==> src/rtl/hazard_ctrl_sb.sv <==
// Pipeline hazard controller: load-use bubbles, long-latency scoreboard,
// taken-branch front-end flush and a sticky stall watchdog.
module hazard_ctrl_sb #(
  parameter int REG_ADDR_WIDTH   = 5,
  parameter int LOAD_USE_BUBBLES = 1,
  parameter int FE_FLUSH_DEPTH   = 2,
  parameter int WDOG_CYCLES      = 1024
) (
  input  logic                          clk,
  input  logic                          rst,
  input  logic                          id_ex_valid,
  input  logic                          id_ex_mem_read,
  input  logic [REG_ADDR_WIDTH-1:0]     id_ex_rd_addr,
  input  logic [REG_ADDR_WIDTH-1:0]     if_id_rs1_addr,
  input  logic [REG_ADDR_WIDTH-1:0]     if_id_rs2_addr,
  input  logic [REG_ADDR_WIDTH-1:0]     if_id_rd_addr,
  input  logic                          if_id_uses_rs1,
  input  logic                          if_id_uses_rs2,
  input  logic                          if_id_writes_rd,
  input  logic                          issue_long,
  input  logic                          wb_long_valid,
  input  logic [REG_ADDR_WIDTH-1:0]     wb_long_rd,
  input  logic                          branch_taken,
  input  logic                          ex_stall,
  output logic                          pc_stall,
  output logic                          if_id_stall,
  output logic                          id_ex_stall,
  output logic                          ex_mem_stall,
  output logic                          mem_wb_stall,
  output logic [FE_FLUSH_DEPTH-1:0]     fe_flush,
  output logic                          id_ex_flush,
  output logic [2**REG_ADDR_WIDTH-1:0]  sb_busy,
  output logic                          hang_err
);

  localparam int NREGS  = 2**REG_ADDR_WIDTH;
  localparam int WDOG_W = $clog2(WDOG_CYCLES);
  localparam logic [WDOG_W-1:0] WDOG_MAX = WDOG_W'(WDOG_CYCLES - 1);
  localparam logic [2:0]        BUB_LOAD = 3'(LOAD_USE_BUBBLES - 1);

  logic [NREGS-1:0]  r_busy;
  logic [2:0]        r_bub;
  logic [WDOG_W-1:0] r_wdog;
  logic              r_hang;

  logic              w_load_use;
  logic              w_sb_hit;
  logic              w_bub_active;
  logic              w_sb_set;
  logic              w_any_stall;
  logic [NREGS-1:0]  w_busy_next;

  assign w_load_use = id_ex_valid && id_ex_mem_read && (id_ex_rd_addr != '0) &&
                      ((if_id_uses_rs1 && (if_id_rs1_addr == id_ex_rd_addr)) ||
                       (if_id_uses_rs2 && (if_id_rs2_addr == id_ex_rd_addr)));

  // busy[0] is held at zero, so x0 can never raise a scoreboard hazard
  assign w_sb_hit = (if_id_uses_rs1  && r_busy[if_id_rs1_addr]) ||
                    (if_id_uses_rs2  && r_busy[if_id_rs2_addr]) ||
                    (if_id_writes_rd && r_busy[if_id_rd_addr]);

  assign w_bub_active = (r_bub != 3'd0);
  assign w_sb_set     = issue_long && id_ex_valid && !ex_stall && (id_ex_rd_addr != '0);

  always_comb begin
    pc_stall     = 1'b0;
    if_id_stall  = 1'b0;
    id_ex_stall  = 1'b0;
    ex_mem_stall = 1'b0;
    mem_wb_stall = 1'b0;
    fe_flush     = '0;
    id_ex_flush  = 1'b0;
    if (!rst) begin
      if (ex_stall) begin
        pc_stall     = 1'b1;
        if_id_stall  = 1'b1;
        id_ex_stall  = 1'b1;
        ex_mem_stall = 1'b1;
        mem_wb_stall = 1'b1;
      end else if (branch_taken) begin
        fe_flush    = '1;
        id_ex_flush = 1'b1;
      end else if (w_load_use || w_bub_active || w_sb_hit) begin
        pc_stall    = 1'b1;
        if_id_stall = 1'b1;
        id_ex_flush = 1'b1;
      end
    end
  end

  assign w_any_stall = pc_stall | if_id_stall | id_ex_stall | ex_mem_stall | mem_wb_stall;

  // Set is applied after clear so a same-cycle issue to a retiring register stays busy
  always_comb begin
    w_busy_next = r_busy;
    if (wb_long_valid) w_busy_next[wb_long_rd] = 1'b0;
    if (w_sb_set)      w_busy_next[id_ex_rd_addr] = 1'b1;
    w_busy_next[0] = 1'b0;
  end

  always_ff @(posedge clk or posedge rst) begin
    if (rst) begin
      r_busy <= '0;
      r_bub  <= 3'd0;
      r_wdog <= '0;
      r_hang <= 1'b0;
    end else begin
      r_busy <= w_busy_next;

      if (ex_stall)          r_bub <= r_bub;
      else if (branch_taken) r_bub <= 3'd0;
      else if (w_bub_active) r_bub <= r_bub - 3'd1;
      else if (w_load_use)   r_bub <= BUB_LOAD;

      // hang_err rises on the edge where the saturating count reaches its maximum
      if (w_any_stall) begin
        if (r_wdog != WDOG_MAX) r_wdog <= r_wdog + 1'b1;
        if (r_wdog >= WDOG_MAX - 1'b1) r_hang <= 1'b1;
      end else begin
        r_wdog <= '0;
      end
    end
  end

  assign sb_busy  = r_busy;
  assign hang_err = r_hang;

endmodule
==> config.mk <==
export PLATFORM = sky130hd
export DESIGN_NAME = hazard_ctrl_sb
export DESIGN_NICKNAME = d
export VERILOG_FILES = /design/src/rtl/hazard_ctrl_sb.sv
export SDC_FILE = /design/constraint.sdc
export NUM_CORES = 1
export LEC_CHECK = 0
export ABC_CLOCK_PERIOD_IN_PS = 4300
export CAP_MARGIN = 25
export CORE_UTILIZATION = 40
export CTS_CLUSTER_DIAMETER = 150
export DETAILED_ROUTE_END_ITERATION = 12
export PLACE_DENSITY = 0.64
export RECOVER_POWER = 100
export SLEW_MARGIN = 20
export SYNTH_ARGS = -nofsm -noshare
export SYNTH_HDL_FRONTEND = slang
export SYNTH_SLANG_ARGS = --single-unit
==> constraint.sdc <==
create_clock -name clk -period 4.3 [get_ports clk]
set_input_delay 0.86 -clock clk [delete_from_list [all_inputs] [get_ports clk]]
set_output_delay 0.86 -clock clk [all_outputs]
set_load 0.02 [all_outputs]
==> run summary, run 1 <==
Worst-Skew Late Latency = 0.30 ns
synth unique cells = 52
Max Clock Freq = 241 MHz
CP delay by family, top = buffers and inverters
share of cells above drive strength 1 = 0.176
via count = 3028
die height = 91.8 µm
hpwl dp = 7.23 mm
Port Buffer Count = 75
Critical R2R Capture = r_wdog[0]
Initial DRC Count = 232
kind of critical path = in -> out
CP max-delay cell = mux4_2
Final period util = 0.965
CTS tree = yes
asr flop ratio synth = 1.00
# IOs = 77
final hold violations = 0
Setup Skew = 0.00594 ns
hold buffer count at cts = 0
status = finished, violations left
required time of the critical path = 3.44 ns
clk sinks = 45
CTS buffer count = 5
r2r setup slk = 1.88 ns
Tmin final = 4.15 ns
crit path setup slack, layout = 0.151 ns
Yosys top cell by area = dfrtp_1
actual slew at the worst max-slew pin = 1.80 ns
RSZ-0062 raised after global routing = false
DRC viols = 0
Crit. End Element = output port
Final ANT Viol Nets = 0
WP buf/inv = 3
Die X = 91.8 µm
Slew Limit Fails = 35
Final Setup Violations = 0
Post-synth EDFFs = 0
mapped cell area = 3230 µm²
GRT Overall Usage = 0.241
Crit Path Max Fanout = 8
Ant. Diodes = 0
clock root buffer master = clkbuf_8
normalized max-slew margin = -0.202
Clock transition at path regs = 0.09 ns
Syn Area/Cell = 10.2 µm²
Final #Nets = 444
# placed instances = 498
Ys Warns = 0
cells on worst reg2reg path = 8
Synth top area share = 0.349
area grow syn2layout = 32.2%
slowest cell delay on critical path = 0.51 ns
first-pass GRT wire length = 15.7 mm
wirelength, routed = 9.76 mm
post-DR vias/cell = 5.98
most area-consuming cells after synthesis = dfrtp_1, o21ai_0, mux4_2
worst hold path type = reg -> reg
cell with the most instances after synthesis = o21ai_0
most frequent cells after synthesis = o21ai_0, dfrtp_1, xnor2_1
Power Density = 279 nW/µm²
CP cell instances = clkdlybuf4s50_1 -> buf_6 -> mux4_2 -> o2111ai_2 -> a21oi_1 -> nor4_2 -> nand4_1 -> o211a_1 -> clkdlybuf4s15_1
Worst Setup SP = if_id_rs1_addr[1]
initial antenna violation count = 0
site row count = 32
Yosys reg bits = 45
GPL Wtd Cong = 0.864
post-route insts no fill = 506
failing checks = max-capacitance violations, max-slew violations
critical path arrival = 3.29 ns
Initial Util = 0.416
post-synthesis cell count = 318
vias in the first global route = 2879
post-synthesis sequential area ratio = 0.349
grt total ovfl = 0
Static Leak = 1.85 nW
reg2reg start = sb_busy[30]
largest net degree at the start of global routing = 35
Synth Flop Type = dfrtp_1
Worst path depth = 9
die area = 8430 µm²
Worst setup endpoint = id_ex_flush
H-Tree Depth = 2
CORE AREA = 7770 µm²
Worst setup SP type = input pin
drt pass-1 iters = 5
DP Worst Slack = -0.167 ns
WL per Instance = 19.3 µm
maximum clock insertion buffer count = 2
fill count = 696
Max Cap Viol = 1
peak supply drop = 0.168 mV
syn nets = 358
[layout by cell type (no fill, tap or decap), types with 3 or more instances in the layout]
master	count
and3_1	3
nor2b_1	5
xnor2_1	15
nand3b_1	14
clkbuf_8	5
or3b_2	5
o211a_1	4
o22ai_1	3
and2_2	6
nor2_1	7
mux4_1	3
mux2i_1	10
o21ai_0	64
clkdlybuf4s50_1	31
a21oi_1	4
ha_1	4
dfrtp_1	45
mux2_2	8
clkbuf_1	3
nand4_1	7
dlygate4sd3_1	40
nand2b_1	5
nand2_1	14
nor3_1	7
nand3_1	10
buf_4	18
mux4_2	14
inv_1	9
[sequential cells by signal, summed over array words and instances, names as in the netlist]
| register | count |
|---|---|
| sb_busy | 31 |
| r_wdog | 10 |
| r_bub | 3 |
| hang_err | 1 |
[through the flow]
stage / cell area, µm² / power (W) / hold WS, ns / utilization / TNS, ns
finish: 4270 / 0.00119 / 0.471 / 0.550 / 0
global route: 4270 / 0.00125 / 0.485 / 0.550 / 0
CTS: 4260 / 0.00122 / 0.486 / 0.549 / 0
detailed placement: 4160 / 0.000903 / 0.466 / 0.536 / -0.323
global placement: 4160 / 0.000899 / 0.458 / 0.536 / -0.223
floorplan: 3230 / 0.000715 / 0.481 / - / 0
[layout make-up]
| type | instances | area [µm²] | share of cell area |
|---|---|---|---|
| clock buffers | 5 | 68.8 | 0.0161 |
| clock inverters | 2 | 35.0 | 0.00821 |
| inverters | 9 | 33.8 | 0.00791 |
| multi-input cells | 244 | 1940 | 0.455 |
| flip-flops and latches | 45 | 1130 | 0.264 |
| well taps | 102 | 128 | 0.0299 |
| repair buffers | 99 | 936 | 0.219 |
[layer usage]
metal,vias to the layer above,GRT usage,routed length [µm]
met5,-,0,0
met4,0,0.0690,103
li1,1375,-,-
met1,1499,0.358,4470
met3,11,0.0315,744
met2,143,0.370,4440
[power by group]
part	internal (W)	switching [W]	leakage, nW	total, W
Clock	0.000169	0.000143	0.0540	0.000312
Sequential	0.000459	0.0000536	0.611	0.000513
Combinational	0.000183	0.000185	1.19	0.000368
[worst min path at each step]
stage                    end  depth (start not counted)      from
detailed placement  hang_err                          1  hang_err
floorplan           r_bub[1]                          2  r_bub[1]
CTS                 hang_err                          1  hang_err
finish              hang_err                          1  hang_err
global route        hang_err                          1  hang_err
global placement    hang_err                          1  hang_err
[kinds of logic after synthesis]
group	count (synthesis)	share of synthesized area
xor gates and xnor gates	16	0.0434
muxes	35	0.181
DFF	45	0.349
AOI/OAI and AO/OA	91	0.174
and+or+nand+nor	97	0.186
adders and majority gates	4	0.0155
other	1	0.00116
buffers and inverters	29	0.0500
[timing repair]
item / in CTS / in global routing
setup buffers: 0 / 1
pin swaps: 1 / 2
endpoints found under the setup margin: 3 / 3
gates resized for setup: 3 / 5
gates cloned: 0 / 0
Note: power is estimated with default switching activity, not from simulation.
==> run 2, diff against run 1 <==
--- a/config.mk
+++ b/config.mk
@@ -6,12 +6,13 @@
 export NUM_CORES = 1
 export LEC_CHECK = 0
 export ABC_CLOCK_PERIOD_IN_PS = 4300
-export CAP_MARGIN = 25
+export CAP_MARGIN = 15
 export CORE_UTILIZATION = 40
 export CTS_CLUSTER_DIAMETER = 150
 export DETAILED_ROUTE_END_ITERATION = 12
 export PLACE_DENSITY = 0.64
 export RECOVER_POWER = 100
+export REMOVE_ABC_BUFFERS = 1
 export SLEW_MARGIN = 20
 export SYNTH_ARGS = -nofsm -noshare
 export SYNTH_HDL_FRONTEND = slang
==> run 2 against run 1 <==
  * Sequential cell count stayed put
  * First-iteration DRC count up 3.9%
  * Worst setup slack got worse by 0.0042 ns
  * The run still ends with max-capacitance violations, max-slew violations left
  * Hold slack is essentially flat
  * Largest cell class unchanged
  * Critical path type unchanged
==> run summary, run 2 (same netlist as run 1, synthesis figures left out) <==
vias in the first global route = 2870 (-0.31%)
r2r setup slk = 1.86 ns (-0.02 ns)
Crit. End Element = output port
Final ANT Viol Nets = 0 (unchanged)
Initial Util = 0.416 (unchanged)
largest net degree at the start of global routing = 46 (+31%)
fill count = 715 (+2.7%)
register area = 1130 µm² (unchanged)
die height = 91.8 µm (unchanged)
hold buffer count at cts = 0 (unchanged)
Ant. Diodes = 0 (unchanged)
Max Clock Freq = 241 MHz (-0.10%)
H-Tree Depth = 2 (unchanged)
RSZ-0062 raised after global routing = false
# IOs = 77 (unchanged)
Setup Skew = 0.00919 ns (+0.00326 ns)
area grow syn2layout = 32.2% (about the same)
Critical R2R Capture = r_wdog[0]
grt total ovfl = 0 (unchanged)
Die X = 91.8 µm (unchanged)
commonest cells after routing, fill and taps aside = o21ai_0, dfrtp_1, dlygate4sd3_1, clkdlybuf4s50_1, buf_4
multi-input logic area = 1930 µm² (-0.39%)
wirelength, routed = 10.1 mm (+3.1%)
Clock transition at path regs = 0.09 ns (about the same)
Static Leak = 1.85 nW (-0.27%)
Util after Layout = 0.549 (about the same)
Crit Path Max Fanout = 12 (+4)
Worst Setup SP = if_id_rd_addr[1]
Port Buffer Count = 75 (unchanged)
failing checks = max-capacitance violations, max-slew violations
Max Cap Viol = 1 (unchanged)
Initial DRC Count = 241 (+3.9%)
peak supply drop = 0.169 mV (+0.71%)
share of cells above drive strength 1 = 0.173 (-0.00248)
worst hold path type = reg -> reg
Final Setup Violations = 0 (unchanged)
DP Worst Slack = -0.112 ns (+0.0556 ns)
maximum clock insertion buffer count = 2 (unchanged)
dpl cell area = 4180 µm² (+0.30%)
status = finished, violations left
normalized max-slew margin = -0.642 (-0.440)
commonest non-fill, non-tap cell in the layout = o21ai_0
hpwl dp = 7.39 mm (+2.2%)
Final #Nets = 444 (unchanged)
Worst setup SP type = input pin
actual slew at the worst max-slew pin = 2.46 ns (+0.660 ns)
Worst setup endpoint = pc_stall
GPL Wtd Cong = 0.967 (+12%)
clock root buffer master = clkbuf_8
crit path setup slack, layout = 0.147 ns (-0.00424 ns)
Largest register FFs = 31 (unchanged)
site row count = 32 (unchanged)
Final period util = 0.966 (+0.000987)
Setup TNS Final = 0 ns (unchanged)
DRC viols = 0 (unchanged)
post-DR vias/cell = 5.92 (-1.1%)
Tmin final = 4.15 ns (+0.00424 ns)
GRT Overall Usage = 0.249 (+0.00789)
critical path arrival = 3.29 ns (about the same)
WL per Instance = 19.9 µm (+3.1%)
reg2reg start = sb_busy[23]
final hold violations = 0 (unchanged)
via count = 2995 (-1.1%)
Power Density = 280 nW/µm² (+0.24%)
drt pass-1 iters = 4 (-1)
initial antenna violation count = 0 (unchanged)
first-pass GRT wire length = 16.1 mm (+2.1%)
CTS buffer count = 5 (unchanged)
kind of critical path = in -> out
CTS tree = yes
cells on worst reg2reg path = 8 (unchanged)
Worst-Skew Late Latency = 0.29 ns (about the same)
CORE AREA = 7770 µm² (unchanged)
Design Area, Final = 4270 µm² (about the same)
clk sinks = 45 (unchanged)
required time of the critical path = 3.44 ns (about the same)
Slew Limit Fails = 46 (+31%)
die area = 8430 µm² (unchanged)
-- run 2: layout make-up --
cell class | instances | area share
Timing Repair Buffer | 99 | 0.221
Sequential cell | 45 | 0.264
Clock buffer | 5 | 0.0161
Tap cell | 102 | 0.0299
Inverter | 9 | 0.00792
Clock inverter | 2 | 0.00821
Multi-Input combinational cell | 244 | 0.453
-- run 2: timing repair --
action,4_1_cts,5_1_grt
endpoints found under the setup margin,3,1
resized for setup,3,1
pin swaps,0,3
endpoints found under the hold margin,0,0
buffers inserted,0,1
-- run 2: worst min path at each step --
stage                     startpoint       end  slack (ns)  cells past startpoint
after floorplan             r_bub[1]  r_bub[1]        0.48                      2
after global placement      hang_err  hang_err        0.46                      1
after detailed placement    hang_err  hang_err        0.46                      1
after CTS                   hang_err  hang_err        0.48                      1
after global routing        hang_err  hang_err        0.51                      1
final                       hang_err  hang_err        0.47                      1
-- run 2: worst max-delay path, stage by stage --
cell and delay (ns):
clkdlybuf4s50_1 0.51, buf_12 0.16, mux4_2 0.50, mux2i_1 0.15, mux2i_1 0.13, a221oi_2 0.27, clkbuf_4 0.19, a41oi_2 0.15
dlygate4sd2_1 0.36
-- run 2: metrics by stage --
step                hold WS (ns)  total power [W]  cells
floorplan                  0.481         0.000690    298
global placement           0.457         0.000903    498
detailed placement         0.457         0.000905    498
CTS                        0.483          0.00122    505
global route               0.509          0.00125    506
finish                     0.472          0.00120    506
-- run 2: power breakdown --
| group | switching [W] | total, W | internal [W] |
|---|---|---|---|
| Combinational | 0.000184 | 0.000368 | 0.000184 |
| Sequential | 0.0000555 | 0.000515 | 0.000459 |
| Clock | 0.000143 | 0.000313 | 0.000169 |
| Total | 0.000383 | 0.00120 | 0.000813 |
-- run 2: layer usage --
layer  global-route usage  vias up  routed length [µm]
li1                     -     1369                   -
met1                0.363     1464                4480
met2                0.395      150                4640
met3               0.0315       12                 769
met4               0.0625        0                 176
met5                    0        -                   0
==> run 3, diff against run 2 <==
--- a/config.mk
+++ b/config.mk
@@ -7,10 +7,10 @@
 export LEC_CHECK = 0
 export ABC_CLOCK_PERIOD_IN_PS = 4300
 export CAP_MARGIN = 15
-export CORE_UTILIZATION = 40
+export CORE_UTILIZATION = 54
 export CTS_CLUSTER_DIAMETER = 150
 export DETAILED_ROUTE_END_ITERATION = 12
-export PLACE_DENSITY = 0.64
+export PLACE_DENSITY = 0.83
 export RECOVER_POWER = 100
 export REMOVE_ABC_BUFFERS = 1
 export SLEW_MARGIN = 20
==> run 3 against run 2 <==
  * The flow still finishes with violations (max-capacitance violations, max-slew violations)
  * Register-to-register slack lost 0.02 ns
  * Sequential power barely moved
  * Critical endpoint is now id_ex_flush
  * Critical path type unchanged
  * Hold slack lost 0.0088 ns
  * Die area shrank 25%
  * Final cell count fell by 6.7%
  * First-iteration DRC count grew 23%
  * Sequential cell count unchanged
  * Non-clock buffer count is 5 lower
  * Routed wire length fell by 5.0%
==> run summary, run 3 (same netlist as run 1, synthesis figures left out) <==
drt pass-1 iters = 5 (+1)
GPL Wtd Cong = 0.935 (-3.3%)
DP Worst Slack = -0.157 ns (-0.0448 ns)
CP delay by family, top = buffers and inverters
Worst setup SP type = input pin
crit path setup slack, layout = 0.125 ns (-0.0217 ns)
# placed instances = 464 (-6.8%)
maximum clock insertion buffer count = 2 (unchanged)
reg2reg start = sb_busy[24]
post-DR vias/cell = 6.47 (+9.4%)
grt total ovfl = 0 (unchanged)
cells on worst reg2reg path = 8 (unchanged)
CTS buffer count = 5 (unchanged)
CTS tree = yes
Power Density = 278 nW/µm² (-0.82%)
H-Tree Depth = 2 (unchanged)
clk sinks = 45 (unchanged)
RSZ-0062 raised after global routing = false
Ant. Diodes = 0 (unchanged)
Initial Util = 0.572 (+0.157)
Util after Layout = 0.738 (+0.188)
worst hold path type = reg -> reg
crit-path most repeated cell = mux2i_1
WP buf/inv = 3 (-1)
Max Clock Freq = 240 MHz (-0.52%)
Static Leak = 1.82 nW (-1.6%)
largest net degree at the start of global routing = 43 (-6.5%)
Worst-Skew Late Latency = 0.31 ns (+0.02 ns)
actual slew at the worst max-slew pin = 2.20 ns (-0.265 ns)
wirelength, routed = 9.56 mm (-5.0%)
Initial DRC Count = 297 (+23%)
critical path arrival = 3.31 ns (+0.02 ns)
clock root buffer master = clkbuf_8
WL per Instance = 20.3 µm (+1.9%)
fill count = 412 (-42%)
Port Buffer Count = 75 (unchanged)
final hold violations = 0 (unchanged)
peak supply drop = 0.236 mV (+39%)
CORE AREA = 5640 µm² (-27%)
share of cells above drive strength 1 = 0.163 (-0.0108)
dpl cell area = 4100 µm² (-1.9%)
Final period util = 0.971 (+0.00505)
slowest cell delay on critical path = 0.51 ns (about the same)
normalized max-slew margin = -0.465 (+0.177)
Clock transition at path regs = 0.09 ns (about the same)
required time of the critical path = 3.44 ns (about the same)
DRC viols = 0 (unchanged)
hold wc startpoint = hang_err
die area = 6290 µm² (-25%)
r2r setup slk = 1.84 ns (-0.02 ns)
site row count = 27 (-16%)
Final Setup Violations = 0 (unchanged)
GRT Overall Usage = 0.320 (+0.0708)
hpwl dp = 7.10 mm (-3.8%)
status = finished, violations left
worst-case hold slack = 0.463 ns (-0.00878 ns)
Final ANT Viol Nets = 0 (unchanged)
post-route insts no fill = 472 (-6.7%)
first-pass GRT wire length = 14.9 mm (-7.2%)
die height = 79.3 µm (-14%)
Design Area, Final = 4160 µm² (-2.5%)
failing checks = max-capacitance violations, max-slew violations
Largest register FFs = 31 (unchanged)
kind of critical path = in -> out
Max Cap Viol = 1 (unchanged)
CP max-delay cell = clkdlybuf4s50_1
Slew Limit Fails = 43 (-6.5%)
via count = 3056 (+2.0%)
CP cell instances = clkdlybuf4s50_1 -> buf_12 -> mux4_2 -> mux2i_1 -> mux2i_1 -> a221oi_2 -> nand4_1 -> o211a_1 -> dlygate4sd2_1
Setup Skew = 0.00520 ns (-0.00400 ns)
Critical R2R Capture = r_wdog[0]
commonest non-fill, non-tap cell in the layout = o21ai_0
hold depth = 1 (unchanged)
Worst Hold End = hang_err
initial antenna violation count = 0 (unchanged)
# IOs = 77 (unchanged)
vias in the first global route = 2918 (+1.7%)
Crit Path Max Fanout = 12 (unchanged)
Final #Nets = 439 (-1.1%)
area grow syn2layout = 29.0%
Crit. End Element = output port
Die X = 79.3 µm (-14%)
commonest cells after routing, fill and taps aside = o21ai_0, dfrtp_1, dlygate4sd3_1, clkdlybuf4s50_1, buf_4
Tmin final = 4.17 ns (+0.0217 ns)
## run 3: area by class of cell
cell class | count | area (µm²) | area share
Clock inverter | 3 | 26.3 | 0.00631
Timing Repair Buffer | 94 | 893 | 0.215
Sequential cell | 45 | 1130 | 0.271
Inverter | 9 | 33.8 | 0.00812
Tap cell | 72 | 90.1 | 0.0216
Clock buffer | 5 | 68.8 | 0.0165
Multi-Input combinational cell | 244 | 1920 | 0.462
## run 3: what timing repair did
item | CTS | global route
hold buffers | 0 | 0
buffers inserted | 0 | 0
gates resized for setup | 4 | 0
setup endpoints to repair | 3 | 0
## run 3: how the worst max path moves through the flow
stage                      start          end  cells past startpoint
6_report        if_id_rd_addr[1]  id_ex_flush                      9
3_3_place_gp   if_id_rs1_addr[1]  id_ex_flush                      9
3_5_place_dp   if_id_rs1_addr[1]  id_ex_flush                      9
4_1_cts         if_id_rd_addr[1]  id_ex_flush                      9
5_1_grt         if_id_rd_addr[1]  id_ex_flush                      9
2_1_floorplan                rst  if_id_stall                      3
## run 3: power by group
| part | internal [W] | total [W] | switching (W) |
|---|---|---|---|
| registers | 0.000459 | 0.000513 | 0.0000533 |
| clock network | 0.000119 | 0.000280 | 0.000161 |
| logic | 0.000179 | 0.000364 | 0.000185 |
| total | 0.000757 | 0.00116 | 0.000399 |
## run 3: through the flow
stage / power [W] / TNS, ns
detailed placement: 0.000899 / -0.317
floorplan: 0.000690 / 0
global placement: 0.000890 / -0.223
global route: 0.00121 / 0
CTS: 0.00117 / 0
finish: 0.00116 / 0
## run 3: worst register-to-register path, stage by stage, from the launching register on
cell	delay [ns]
dfrtp_1	0.47
mux4_2	0.48
o2111ai_1	0.20
a21oi_1	0.08
nor4_2	0.32
buf_4	0.17
a41oi_1	0.15
clkbuf_1	0.25
and2_2	0.25
## run 3: per-layer routing
metal,track usage,share of wire
met1,0.429,0.42
met5,0.0273,0
met3,0.0759,0.086
met2,0.504,0.46
met4,0.113,0.032
